--- src/rtl/pci_pkg.sv ---
// pci_pkg: shared definitions for the PCI bus model.
//   arb_state_t  - arbiter FSM states
//   DEV_*_ADDR   - device address constants for devices A, B, C
//   CMD_*        - PCI command codes used by the devices
package pci_pkg;

   typedef enum logic [1:0] {
      IDLE  = 2'd0,
      GRANT = 2'd1,
      BUSY  = 2'd2,
      TURN  = 2'd3
   } arb_state_t;

   localparam logic [7:0] DEV_A_ADDR = 8'hAD;
   localparam logic [7:0] DEV_B_ADDR = 8'hBD;
   localparam logic [7:0] DEV_C_ADDR = 8'hCD;

   localparam logic [3:0] CMD_WRITE = 4'b0011;
   localparam logic [3:0] CMD_READ  = 4'b0010;

endpackage

--- src/rtl/pci_rr_picker.sv ---
// pci_rr_picker: combinational round-robin requester selection.
//   req_n_i      - active-low request vector
//   last_owner_i - index served most recently (lowest priority now)
//   valid_o      - at least one request is pending
//   idx_o        - first requester strictly after last_owner_i, with wrap
module pci_rr_picker #(
   parameter int N = 3,
   parameter int W = $clog2(N)
) (
   input  logic [N-1:0] req_n_i,
   input  logic [W-1:0] last_owner_i,
   output logic         valid_o,
   output logic [W-1:0] idx_o
);

   always_comb begin
      int idx;
      idx     = 0;
      valid_o = 1'b0;
      idx_o   = '0;
      // Offset 1..N visits every index once, ending on last_owner itself,
      // so a lone requester that was just served still wins.
      for (int k = 1; k <= N; k++) begin
         idx = (int'(last_owner_i) + k) % N;
         if (!valid_o && !req_n_i[idx]) begin
            valid_o = 1'b1;
            idx_o   = W'(idx);
         end
      end
   end

endmodule

--- src/rtl/pci_bus_arbiter.sv ---
// pci_bus_arbiter: central round-robin arbiter for the shared PCI bus.
//   clk, rst  - bus clock, synchronous active-high reset
//   REQ       - active-low requests from devices (index 0..2 = A, B, C)
//   GNT       - active-low grants, at most one low at a time (registered)
//   FRAME     - bus FRAME, observed only, active low
//   IRDY      - bus IRDY, observed only, active low
//   owner     - index of current or most recent grantee (registered)
//   bus_busy  - high in GRANT and BUSY (registered)
// Optional feature: define PCI_ARB_GNT_TIMEOUT_EN to revoke a grant whose
// master does not start a transaction within GNT_TIMEOUT cycles.
import pci_pkg::*;

module pci_bus_arbiter #(
   parameter int N_MASTERS   = 3,
   parameter int GNT_TIMEOUT = 16,
   parameter int OWN_W       = $clog2(N_MASTERS)
) (
   input  logic                 clk,
   input  logic                 rst,
   input  logic [N_MASTERS-1:0] REQ,
   output logic [N_MASTERS-1:0] GNT,
   input  logic                 FRAME,
   input  logic                 IRDY,
   output logic [OWN_W-1:0]     owner,
   output logic                 bus_busy
);

   arb_state_t             state_q, state_d;
   logic [N_MASTERS-1:0]   gnt_q, gnt_d;
   logic [OWN_W-1:0]       owner_q, owner_d;
   logic [OWN_W-1:0]       last_q, last_d;
   logic                   busy_q, busy_d;
   logic                   pick_valid;
   logic [OWN_W-1:0]       pick_idx;
   logic                   expired;
   logic                   bus_idle;

   assign bus_idle = FRAME && IRDY;

   pci_rr_picker #(.N(N_MASTERS), .W(OWN_W)) u_picker (
      .req_n_i      (REQ),
      .last_owner_i (last_q),
      .valid_o      (pick_valid),
      .idx_o        (pick_idx)
   );

`ifdef PCI_ARB_GNT_TIMEOUT_EN
   localparam int               CNT_W   = $clog2(GNT_TIMEOUT + 1);
   localparam logic [CNT_W-1:0] CNT_MAX = CNT_W'(GNT_TIMEOUT);

   logic [CNT_W-1:0] cnt_q, cnt_d, cnt_inc;

   // Count includes the current GRANT cycle, so expiry lands after exactly
   // GNT_TIMEOUT cycles with the grant asserted. Saturates at CNT_MAX.
   assign cnt_inc = (cnt_q == CNT_MAX) ? cnt_q : cnt_q + CNT_W'(1);
   assign expired = (cnt_inc == CNT_MAX);

   always_comb begin
      cnt_d = cnt_q;
      if (state_q == IDLE)       cnt_d = '0;
      else if (state_q == GRANT) cnt_d = cnt_inc;
   end

   always_ff @(posedge clk) begin
      if (rst) cnt_q <= '0;
      else     cnt_q <= cnt_d;
   end
`else
   assign expired = 1'b0;
`endif

   always_comb begin
      state_d = state_q;
      gnt_d   = gnt_q;
      owner_d = owner_q;
      last_d  = last_q;
      busy_d  = busy_q;
      case (state_q)
         IDLE: begin
            if (bus_idle && pick_valid) begin
               gnt_d           = '1;
               gnt_d[pick_idx] = 1'b0;
               owner_d         = pick_idx;
               busy_d          = 1'b1;
               state_d         = GRANT;
            end
         end
         GRANT: begin
            // FRAME falling wins over a same-cycle withdrawal or expiry.
            if (!FRAME) begin
               state_d = BUSY;
            end else if (REQ[owner_q] || expired) begin
               gnt_d   = '1;
               busy_d  = 1'b0;
               state_d = TURN;
            end
         end
         BUSY: begin
            if (bus_idle) begin
               gnt_d   = '1;
               busy_d  = 1'b0;
               state_d = TURN;
            end
         end
         TURN: begin
            last_d  = owner_q;
            state_d = IDLE;
         end
         default: state_d = IDLE;
      endcase
   end

   always_ff @(posedge clk) begin
      if (rst) begin
         state_q <= IDLE;
         gnt_q   <= '1;
         owner_q <= '0;
         last_q  <= OWN_W'(N_MASTERS - 1);
         busy_q  <= 1'b0;
      end else begin
         state_q <= state_d;
         gnt_q   <= gnt_d;
         owner_q <= owner_d;
         last_q  <= last_d;
         busy_q  <= busy_d;
      end
   end

   assign GNT      = gnt_q;
   assign owner    = owner_q;
   assign bus_busy = busy_q;

endmodule

--- config.mk ---
export PLATFORM = sky130hd
export DESIGN_NAME = pci_bus_arbiter
export DESIGN_NICKNAME = d
export VERILOG_FILES = /design/src/rtl/pci_pkg.sv /design/src/rtl/pci_rr_picker.sv /design/src/rtl/pci_bus_arbiter.sv
export SDC_FILE = /design/constraint.sdc
export NUM_CORES = 1
export LEC_CHECK = 0
export CAP_MARGIN = 20
export CORE_MARGIN = 1
export CORE_UTILIZATION = 46
export DETAILED_ROUTE_END_ITERATION = 10
export GPL_TIMING_DRIVEN = 0
export PLACE_DENSITY = 0.73
export SLEW_MARGIN = 0
export SYNTH_ARGS = -nofsm -noshare
export SYNTH_HDL_FRONTEND = slang
export SYNTH_SLANG_ARGS = --single-unit
export TNS_END_PERCENT = 100
--- constraint.sdc ---
create_clock -name clk -period 2.1 [get_ports clk]
set_clock_uncertainty 0.2 [all_clocks]
set_input_delay 0.21 -clock clk [delete_from_list [all_inputs] [get_ports clk]]
set_output_delay 0.21 -clock clk [all_outputs]
set_load 0.02 [all_outputs]
# --- Yosys cells after proc, flatten, opt, wreduce, memory -nomap -nowiden ---
# Cells that the tools add are included.
op_classes:
  order_cmp: 6
  n_bitwise: 1
  muxes: 34
  reduce_logical: 13
  shifts: 0
  n_addsub: 3
  multipliers: 0
  n_div: 3
  n_eq_ne: 8
op_table:
  columns: ["op", "n"]
  rows:
  - ["32-bit by 4-bit less-than comparator with 1-bit output, second input constant", 3]
  - ["32-bit by 3-bit modulo with 32-bit output, second input constant", 3]
  - ["1-bit 2-to-1 mux", 15]
  - ["2-bit 2-to-1 mux", 7]
  - ["3-bit 2-to-1 mux", 4]
  - ["3-bit one-hot mux with 3 select lines", 1]
  - ["1-bit binary-select mux with 2-bit select", 4]
  - ["2-bit != test, second input constant", 4]
  - ["2-bit one-hot mux with 4 select lines", 1]
  - ["2-bit by 2-bit adder with 3-bit output, second input constant", 2]
  - ["2-bit by 3-bit less-than comparator with 1-bit output, second input constant", 2]
  - ["1-bit logical AND", 5]
  - ["5-bit AND reduction", 1]
  - ["2-bit == test, second input constant", 2]
  - ["2-bit by 1-bit adder with 3-bit output, second input constant", 1]
  - ["1-bit zero test", 3]
  - ["3-bit != test, second input constant", 1]
  - ["3-bit NOT", 1]
  - ["1-bit one-hot mux with 3 select lines", 1]
  - ["3-bit AND reduction", 1]
  - ["3-bit nonzero test", 1]
  - ["1-bit demux with 2-bit select", 1]
  - ["2-bit by 1-bit == test with 1-bit output, second input constant", 1]
  - ["2-bit by 1-bit greater-or-equal comparator with 1-bit output, second input constant", 1]
  - ["2 further kinds", 2]
word_totals:
  ram_bits: 0
  wordCells: 73
  mem_count: 0
  in_bits: 7
  latch_bits: 0
  reg_bits: 10
  romBits: 0

# --- Logic depth before layout (Yosys ltp) ---
# Gate-level depths: netlist of run 1.
depth:
  ltp_word: 18
  ltp_mapped: 9

# --- Hierarchy ---
# Synthesis of run 1 repeated with hierarchy kept, for this count alone.
hier_totals:
  cells_unflattened: 77
  area_unflattened_um2: 693.2
modules_own_cells:
  columns: ["module", "area_each_um2", "cells_per_inst", "instances"]
  rows:
  - ["pci_bus_arbiter", 549.3, 57, 1]
  - ["pci_rr_picker", 143.9, 20, 1]

# --- Worst setup path before layout of run 1 ---
# Ideal clock, no wire load.
synth_path:
  path_kind: "flip-flop to flip-flop"
  startpoint: "reg last_q[0]"
  endpoint: "reg gnt_q[2], in the netlist GNT[2]"
  t_arrival_ps: 1737
  setup_slack_ps: 29
  required_time_ps: 1765
  period_less_slack_ps: 2071
  stages_incl_launch_ff: 10
  path_cell_list: "dfxtp_1 > inv_1 > ha_1 > buf_6 > a21oi_2 > a2111oi_4 > o211a_4 > a211oi_4 > nor2b_4 > a31oi_2"
synth_via:
  elab_chain_len: 18
  word_cells_on_any_way: 37
synth_lines:
  columns: ["item", "line_no", "source"]
  rows:
  - ["from (decl)", "pci_bus_arbiter.sv:31", "logic [OWN_W-1:0] last_q, last_d;"]
  - ["from (signal assigned)", "pci_bus_arbiter.sv:118", "last_q <= OWN_W'(N_MASTERS - 1);"]
  - ["from (signal assigned)", "pci_bus_arbiter.sv:124", "last_q <= last_d;"]
  - ["2-bit by 2-bit adder with 3-bit output", "pci_rr_picker.sv:24", "idx = (int'(last_owner_i) + k) % N;"]
  - ["32-bit by 3-bit modulo with 32-bit output", "pci_rr_picker.sv:24", null]
  - ["1-bit binary-select mux with 2-bit select", "pci_rr_picker.sv:25", "if (!valid_o && !req_n_i[idx]) begin"]
  - ["1-bit 2-to-1 mux (implied by the code) (2 in a row)", "pci_rr_picker.sv:25", null]
  - ["1-bit zero test", "pci_rr_picker.sv:25", null]
  - ["1-bit logical AND", "pci_rr_picker.sv:25", null]
  - ["1-bit 2-to-1 mux", "pci_rr_picker.sv:25", null]
  - ["1-bit zero test", "pci_rr_picker.sv:25", null]
  - ["1-bit logical AND", "pci_rr_picker.sv:25", null]
  - ["2-bit 2-to-1 mux", "pci_rr_picker.sv:25", null]
  - ["2-bit by 3-bit less-than comparator with 1-bit output (implied by the code) or 2-bit by 1-bit greater-or-equal comparator with 1-bit output (tied branches)", "pci_bus_arbiter.sv:82", "gnt_d[pick_idx] = 1'b0;"]
  - ["1-bit logical AND (implied by the code)", "pci_bus_arbiter.sv:82", null]
  - ["1-bit 2-to-1 mux (implied by the code)", "pci_bus_arbiter.sv:82", null]
  - ["1-bit demux with 2-bit select", "pci_bus_arbiter.sv:82", null]
  - ["3-bit NOT (no line)", null, null]
  - ["3-bit 2-to-1 mux", "pci_bus_arbiter.sv:80", "if (bus_idle && pick_valid) begin"]
  - ["3-bit one-hot mux with 3 select lines", "pci_bus_arbiter.sv:78", "case (state_q)"]
  - ["to (signal assigned)", "pci_bus_arbiter.sv:122", "gnt_q <= gnt_d;"]
  - ["to (decl)", "pci_bus_arbiter.sv:29", "logic [N_MASTERS-1:0] gnt_q, gnt_d;"]
# Several ways; a longest one is shown, not always the timed one. The select of a mux whose other input is x is not followed.
# A chain may end at the register's enable or synchronous reset.

# --- Worst setup path in the final report of run 1 ---
# Same ends and word-level chain as after synthesis.

==> results of run 1 <==
==> sequential cells by signal, summed over array words and instances, names as in the netlist <==
register and cells:
state_q 2, owner 2, last_q 2, GNT 3, bus_busy 1
==> routing by layer <==
| metal | track usage | up-vias | routed length [um] |
|---|---|---|---|
| met4 | 0.139 | 0 | 37 |
| met5 | 0 | - | 0 |
| met3 | 0.0170 | 4 | 62 |
| li1 | - | 359 | - |
| met1 | 0.235 | 340 | 766 |
| met2 | 0.391 | 13 | 1030 |
==> synthesized netlist by cell type (2+ instances only) <==
cell	instances
nand2_1	5
mux2i_1	7
nor3_1	5
a31oi_1	2
nor2_1	9
nand2b_1	2
ha_1	7
a21oi_1	4
dfxtp_1	10
inv_1	6
a211oi_1	3
==> report_power, final <==
group          internal, mW  switching [mW]  total, mW
Combinational         0.269           0.265      0.534
Clock                 0.105          0.0649      0.170
Sequential            0.226          0.0328      0.258
==> worst min-delay path, cell delays in order (launching register included) <==
cell and delay (ns):
dfxtp_1 0.32, nor2_1 0.10, a211oi_1 0.05
==> worst max path at each step <==
stage,to,depth (start not counted),start,slack [ns]
global placement,GNT[2],7,REQ[2],-0.16
detailed placement,GNT[2],7,REQ[2],-0.18
CTS,GNT[1],9,last_q[1],-0.001
global route,GNT[2],8,last_q[0],-0.06
floorplan,GNT[2],9,last_q[0],0.03
finish,GNT[2],8,last_q[0],0.02
==> logic make-up after synthesis <==
logic type      Yosys count
simple gates             27
compound gates           24
flops                    10
buf+inv                   9
mux                       8
fa+ha+maj                 7
==> placed cells by master (no fill, tap or decap), types with 2 or more instances in the layout <==
cell,n
nor2_1,8
dfxtp_1,6
ha_4,4
a211oi_1,3
clkbuf_4,3
buf_4,7
nor3_2,3
a21oi_1,4
nor3_1,2
nand2_1,5
ha_1,2
mux2i_1,5
dfxtp_2,3
inv_2,4
clkdlybuf4s50_1,12
mux2i_2,2
buf_6,3
inv_1,3
a31oi_1,2
==> area by class of cell <==
cell class / count / area [um^2] / area share
well taps: 16 / 20.0 / 0.0175
inverters: 7 / 26.3 / 0.0230
clock buffers: 4 / 36.3 / 0.0317
multi-input cells: 66 / 643 / 0.562
flip-flops and latches: 10 / 208 / 0.182
plain buffers: 1 / 3.75 / 0.00328
repair buffers: 22 / 206 / 0.181
==> repair_timing <==
| item | 4_1_cts | 5_1_grt |
|---|---|---|
| hold buffers | 0 | 0 |
| endpoints found under the hold margin | 0 | 0 |
| pin swaps | 4 | 6 |
| setup buffers | 6 | 4 |
| setup endpoints to repair | 8 | 8 |
| gates cloned | 0 | 0 |
| resized for setup | 12 | 17 |
==> metrics.cfg, run 1 <==
[status]
status=completed

[hold_path]
hold_end=bus_busy
hp-class=reg -> reg
hold_depth=2
min_from=bus_busy

[place]
post-place-cells=113
place_ws_ns=-0.180
hpwl_mm=1.21
place_area_um2=921
portBuffers=12
place.gp.congestion=0.803

[synthesis]
synthTopCellsByArea=dfxtp_1 26%, ha_1 11%, mux2i_1 9.0%, nor2_1 4.3%, a2111oi_4 3.5%
muxShareOfSynthArea=0.104
syn_nets=99
synth_compound_area_frac=0.296
synth_edf_count=0
synthCells=85
ys.flop_type=dfxtp_1
synth.distinct_cells=36
yosysSeqAreaShare=0.256
syn-cell-area_um2=781
async_flop_share=0
synth_top_family_by_area=compound AO/OA/AOI/OAI gates
synth_seq_cells=10
synth_warnings=0
synth_top_cell_area_share=0.256
avgSynthCellArea_um2=9.19
synth_xor_area_frac=0
synth_top_area_cell=dfxtp_1
synth_fa_ha_area_frac=0.112
synth_simple_gate_area_frac=0.178

[worst_setup_path]
cpMostUsedCell=mux2i_2
path_cells=buf_6 -> ha_4 -> mux2i_2 -> mux2i_2 -> o211a_4 -> a211oi_4 -> nor2b_4 -> a31oi_2
r2r_setup_slack_ns=0.02
cp.required_ns=2.03
critical_path_class=reg -> reg
r2r_end=GNT[2]
startpoint_type=flop
critPathTopFamily=compound AO/OA/AOI/OAI gates
critPathBufInv=1
arrival_ns=2.01
r2r-start=last_q[0]
slowest_delay_ns=0.38
cp-end-kind=flop
critPathSlowestCell=dfxtp_4
path_max_fanout=5
r2r_cells=8

[timing]
holdWs_ns=0.310
relSlewSlack=0.673
slew_violations=0
max_freq_ghz=0.482
period_share=0.989
worst_slew_pin_slew_ns=0.489
fin_crit_ns=2.08
finalSetupViolCount=0
finalHoldViolations=0
setup_tns_ns=0
setup_ws_ns=0.0238
rsz0062_at_grt=true

[power_and_ir_drop]
power.density_nw_per_um2=842
fin_total_pwr_mw=0.962
leakage_nw=0.417
peakVddDrop_mv=0.845

[layout]
num_antenna_cells=0
fin_area_um2=1140
fin_cells=126
final_util=0.742
fin_nets=125
fillCellCount=122
drive_gt1_frac=0.409
area_growth_syn_to_layout_pct=46.5

[global_routing]
grtUsageTotal=0.216
grt_overflow_total=0
grt_pass1_wl_mm=3.03
grt_pass1_vias=721
antenna_found_initial=0
grt_max_degree=11

[cts]
cts.htree.levels=1
cts_root_buffer=clkbuf_4
clk_latency_ns=0.26
clkSlewWorstSetupHoldPaths_ns=0.07
cts_buffer_depth=2
cts_buffers=3
cts.sinks=10
tritoncts=built

[route]
postRouteAntennaNets=0
vias=716
dr.pass1.iters=2
drc=0
drtIter0Drc=8
via_per_inst=5.68
wl_mm=1.90
wire_per_inst_um=15.1

[floorplan]
boundaryPins=13
die_w_um=43.2
die_h_um=43.2
die_area_um2=1870
start_util=0.506
fp.coreArea_um2=1540
rows=14

[run]
maxCapViolations=0

Note: power is estimated with default switching activity, not from simulation.
==> run 2: changes to the inputs <==
- CORE_UTILIZATION: 46 -> 49
- CTS_CLUSTER_SIZE: default -> 30
- PLACE_DENSITY: 0.73 -> 0.74
- clock period: 2.1 -> 2.44 ns (I/O delays scaled with it)
==> run 2 against run 1 <==
  * Sequential power is 17% lower
  * Sequential share of layout area is 3.1 points higher
  * Critical path type unchanged
  * Via count is 5.2% lower
  * Worst setup slack better by 0.18 ns
  * Non-clock buffer count is 9 lower
  * Critical path depth is 1 higher
  * Global-route usage is 0.68 points lower
  * Critical endpoint unchanged
==> metrics.cfg, run 2 (same netlist as run 1, synthesis figures left out) <==
[hold_path]
hp-class=reg -> reg
hold_depth=2  ; unchanged

[route]
drc=0  ; unchanged
vias=679  ; -5.2%
postRouteAntennaNets=0  ; unchanged
drtIter0Drc=4  ; -4
wl_mm=1.57  ; -18%
wire_per_inst_um=13.5  ; -11%
dr.pass1.iters=6  ; +4
via_per_inst=5.85  ; +3.0%

[floorplan]
boundaryPins=13  ; unchanged
die_w_um=41.9  ; -3.0%
fp.coreArea_um2=1490  ; -3.4%
rows=14  ; unchanged
start_util=0.524  ; +0.0179
die_area_um2=1760  ; -5.9%
die_h_um=41.9  ; -3.0%

[global_routing]
grt_max_degree=11  ; unchanged
busiest_layer=met2
grt_overflow_total=0  ; unchanged
grt_pass1_vias=688  ; -4.6%
grt_use_met3=0.0130  ; -0.00398
met1_usage=0.236  ; +0.000785
grtUsageTotal=0.209  ; -0.00679
antenna_found_initial=0  ; unchanged
met2_usage=0.375  ; -0.0160
grt_pass1_wl_mm=2.84  ; -6.4%

[layout]
final_cell_mix=12 x clkdlybuf4s50_1, 10 x dfxtp_1, 9 x nor2_1
num_antenna_cells=0  ; unchanged
fin_area_um2=943  ; -18%
largest_reg_flops=3  ; unchanged
final_common_cell=clkdlybuf4s50_1
fin_nets=116  ; -7.2%
drive_gt1_frac=0.160  ; -0.249
area_growth_syn_to_layout_pct=20.8

[worst_setup_path]
critPathSlowestCell=dfxtp_1
critPathTopFamily=compound AO/OA/AOI/OAI gates
worst-path-stages=9  ; +1
critical_path_class=reg -> reg
r2r_cells=9  ; +1
slowest_delay_ns=0.39  ; about the same
cp.required_ns=2.38  ; +0.35 ns
startpoint_type=flop
arrival_ns=2.17  ; +0.16 ns
path_max_fanout=8  ; +3
path_cells=inv_1 -> ha_1 -> buf_6 -> a21oi_2 -> a2111oi_4 -> o211a_4 -> a211oi_4 -> nor2b_4 -> a31oi_2
critPathBufInv=2  ; +1
cp-end-kind=flop

[timing]
rsz0062_at_grt=false
finalHoldViolations=0  ; unchanged
relSlewSlack=0.712  ; +0.0393
slew_violations=0  ; unchanged
setup_tns_ns=0  ; unchanged
worst_slew_pin_slew_ns=0.432  ; -0.0566 ns
finalSetupViolCount=0  ; unchanged
holdWs_ns=0.305  ; -0.00509 ns
max_freq_ghz=0.446  ; -7.3%
period_share=0.918  ; -0.0707
fin_crit_ns=2.24  ; +0.164 ns

[cts]
clk_latency_ns=0.26  ; about the same
postCtsHoldBufs=0  ; unchanged
cts.htree.levels=1  ; unchanged
clkSlewWorstSetupHoldPaths_ns=0.06  ; about the same
cts_root_buffer=clkbuf_4
cts_setup_buffers=0  ; -6
cts_buffers=3  ; unchanged
cts_buffer_depth=2  ; unchanged
cts_resized=0  ; -12
tritoncts=built
cts.sinks=10  ; unchanged

[place]
hpwl_mm=1.23  ; +2.0%
place.gp.congestion=0.832  ; +3.6%
portBuffers=12  ; unchanged
place_area_um2=921  ; unchanged

[power_and_ir_drop]
peakVddDrop_mv=0.553  ; -34%
power.density_nw_per_um2=727  ; -14%
leakage_nw=0.358  ; -14%
fin_total_pwr_mw=0.686  ; -29%

[status]
status=completed

[run]
maxCapViolations=0  ; unchanged

## run 2: worst paths after layout
kind	startpoint	to	slack (ns)
min	bus_busy	bus_busy	0.30
max	last_q[0]	GNT[2]	0.20
max reg2reg	last_q[0]	GNT[2]	0.20
min reg2reg	bus_busy	bus_busy	0.30
## run 2: layer usage
metal | up-vias | part of all wire
met1 | 318 | 0.45
li1 | 339 | -
met3 | 4 | 0.042
met5 | - | 0
met4 | 0 | 0.019
met2 | 18 | 0.49
## run 2: where the power goes
part	leakage, nW	internal [mW]	switching (mW)
combinational	0.263	0.163	0.197
clock	0.0138	0.0569	0.0535
sequential	0.0814	0.192	0.0235
## run 2: layout make-up
cell class	instances	area, um^2
clock buffers	3	22.5
inverters	7	26.3
well taps	16	20.0
plain buffers	2	15.0
repair buffers	12	120
multi-input cells	66	539
fillers	125	546
flip-flops and latches	10	200
## run 2: metrics by stage
step,cells,utilization,worst slack (ns)
global placement,113,0.618,0.146
finish,116,0.634,0.200
global route,116,0.634,0.0639
CTS,116,0.634,0.220
floorplan,85,-,0.369
detailed placement,113,0.618,0.143
## run 2: worst register-to-register path: stages (launching register included)
cell	delay, ns
dfxtp_1	0.39
inv_1	0.06
ha_1	0.20
buf_6	0.14
a21oi_2	0.17
a2111oi_4	0.08
o211a_4	0.25
a211oi_4	0.31
nor2b_4	0.23
a31oi_2	0.08
==> variant: new RTL, config.mk and constraints of run 1 <==
The 4 states of `arb_state_t` get a one-hot encoding in 4 bits.
--- a/src/rtl/pci_pkg.sv
+++ b/src/rtl/pci_pkg.sv
@@ -6,7 +6,7 @@
 
-   typedef enum logic [1:0] {
-      IDLE  = 2'd0,
-      GRANT = 2'd1,
-      BUSY  = 2'd2,
-      TURN  = 2'd3
+   typedef enum logic [3:0] {
+      IDLE  = 4'b0001,
+      GRANT = 4'b0010,
+      BUSY  = 4'b0100,
+      TURN  = 4'b1000
    } arb_state_t;
Formal check against the unedited RTL: no difference found for any inputs over 10 cycles, from zero or initial values and one cycle with rst high; not proved beyond that.
==> variant against run 1 <==
- via count up 1.8%
- core utilization down 4.2 points
- sequential cell count up 2
- first-iteration DRC count up 75%
- synthesized area down 1.8%
- cell area down 6.7%
- setup slack better by 17 ps
- global-route usage down 3.1 points
- routed wire length down 12%
Power is not compared: it rests on default switching activity, and its combinational part moved more than twofold at a synthesized area within 25%.
==> variant: results (changes against run 1) <==
| Metric | This run | Delta |
|:---|:---|:---|
| Post-Synthesis Net Count | 103 | was 99 |
| Met1 demand-to-capacity share in global routing | 25.1% | was 23.5% |
| Distinct cells, synth | 37 | was 36 |
| Fraction of synthesized area in multiplexers | 6.69% | was 10.4% |
| Resized cells post-CTS | 14 | was 12 |
| Met2 track demand over resource in global routing | 30.0% | was 39.1% |
| Number of clock buffer instances in the layout | 4 | unchanged |
| Routed WL per cell | 13.0 um | was 15.1 um |
| Final weighted congestion of routability-driven global placement | 0.862 | was 0.803 |
| Drt first pass iters | 4 | was 2 |
| Average via count per standard cell | 5.65 | was 5.68 |
| Highest net fanout along the worst path | 4 | was 5 |
| Combined global-route utilization of all metal layers | 18.5% | was 21.6% |
| Share of post-route cells with drive strength above 1 | 23.0% | was 40.9% |
| Number of buffers outside the clock class in the layout | 18 | was 23 |
| Fraction of the cycle the final worst path needs | 98.1% | was 98.9% |
| Worst-case reg-to-reg path depth | 9 | was 8 |
| Number of inserted filler cells in the final layout | 126 | was 122 |
| Critical path's top delay family | simple AND/OR/NAND/NOR gates | was compound AO/OA/AOI/OAI gates |
| List of most frequent post-synthesis cells | sky130_fd_sc_hd__dfxtp_1, sky130_fd_sc_hd__nor2_1, sky130_fd_sc_hd__a21oi_1 | was sky130_fd_sc_hd__dfxtp_1, sky130_fd_sc_hd__nor2_1, sky130_fd_sc_hd__ha_1, sky130_fd_sc_hd__mux2i_1, sky130_fd_sc_hd__inv_1 |
| Total core area | 1520 um2 | was 1540 um2 |
| Number of setup buffers added after CTS | 3 | was 6 |
| Largest incremental delay on the critical path | 330 ps | was 380 ps |
| Combinational family with the most area after synthesis | simple AND/OR/NAND/NOR gates | was compound AO/OA/AOI/OAI gates |
| Area taken by flip-flops and latches | 243 um2 | was 208 um2 |
| Number of sequential cells in the layout | 12 | was 10 |
| Post-DP HPWL | 1190 um | was 1210 um |
| Proportion of cell area spent on the clock network | 3.40% | was 3.17% |
| Relative area of non-clock buffer cells in the final design | 15.5% | was 18.4% |
| Number of global-route vias before repair | 642 | was 721 |
| Total placed instance area | 907 um2 | was 921 um2 |
| Avg Inst Size Synth | 8.25 um2 | was 9.19 um2 |
| Setup WS pre-CTS | -210 ps | was -180 ps |
| Area occupied by multi-input gates | 581 um2 | was 643 um2 |
| Parity-gate share of the synthesized area counting xor and xnor cells | 1.14% | was 0% |
| Adder and majority cell fraction of the synthesized area | 4.89% | was 11.2% |
| Compound-Gate Fraction of Synth Area | 22.3% | was 29.6% |
| Wire length reported by the detailed router | 1680 um | was 1900 um |
| Worst path slowest cell | sky130_fd_sc_hd__dfxtp_2 | was sky130_fd_sc_hd__dfxtp_4 |
| Share of the core filled with cells in the final layout | 70.0% | was 74.2% |
| Met2 routed wirelength | 809 um | was 1030 um |
| Multi-input combinational gate total | 73 | was 66 |
| Non-clock inverter instance count of the final layout | 6 | was 7 |
| Number of placed instances with taps included | 121 | was 113 |
| Detailed-route wire length on metal 1 | 789 um | was 766 um |
| Wire length on met3 | 70 um | was 62 um |
| Max-slew headroom at the worst pin | 56.7% | was 67.3% |
| Result of the run | finished clean | unchanged |
==> variant: changes by cell type after synthesis, sizes merged, moves of 2 or more <==
cell | run 1 | this run
a211oi | 4 | 0
ha | 7 | 3
a21oi | 5 | 8
mux2i | 7 | 4
nor2b | 2 | 5
a21boi | 0 | 2
dfxtp | 10 | 12
nor2 | 9 | 11
nor4 | 0 | 2
==> variant: worst register-to-register path, delay by kind of cell, from the launching register on <==
family	cells	cell delay [ps]
DFF	1	330
and+or+nand+nor	3	660
AOI/OAI and AO/OA	3	310
adders and majority gates	1	170
buffers and inverters	2	280
==> variant: worst min-delay path by stage <==
stage,end,depth (start not counted),slack (ps),start
2_1_floorplan,state_q[3],1,90,rst
3_3_place_gp,state_q[2],1,260,state_q[3]
3_5_place_dp,state_q[2],1,260,state_q[3]
4_1_cts,state_q[2],1,280,state_q[3]
5_1_grt,bus_busy,2,300,bus_busy
6_report,bus_busy,2,280,bus_busy
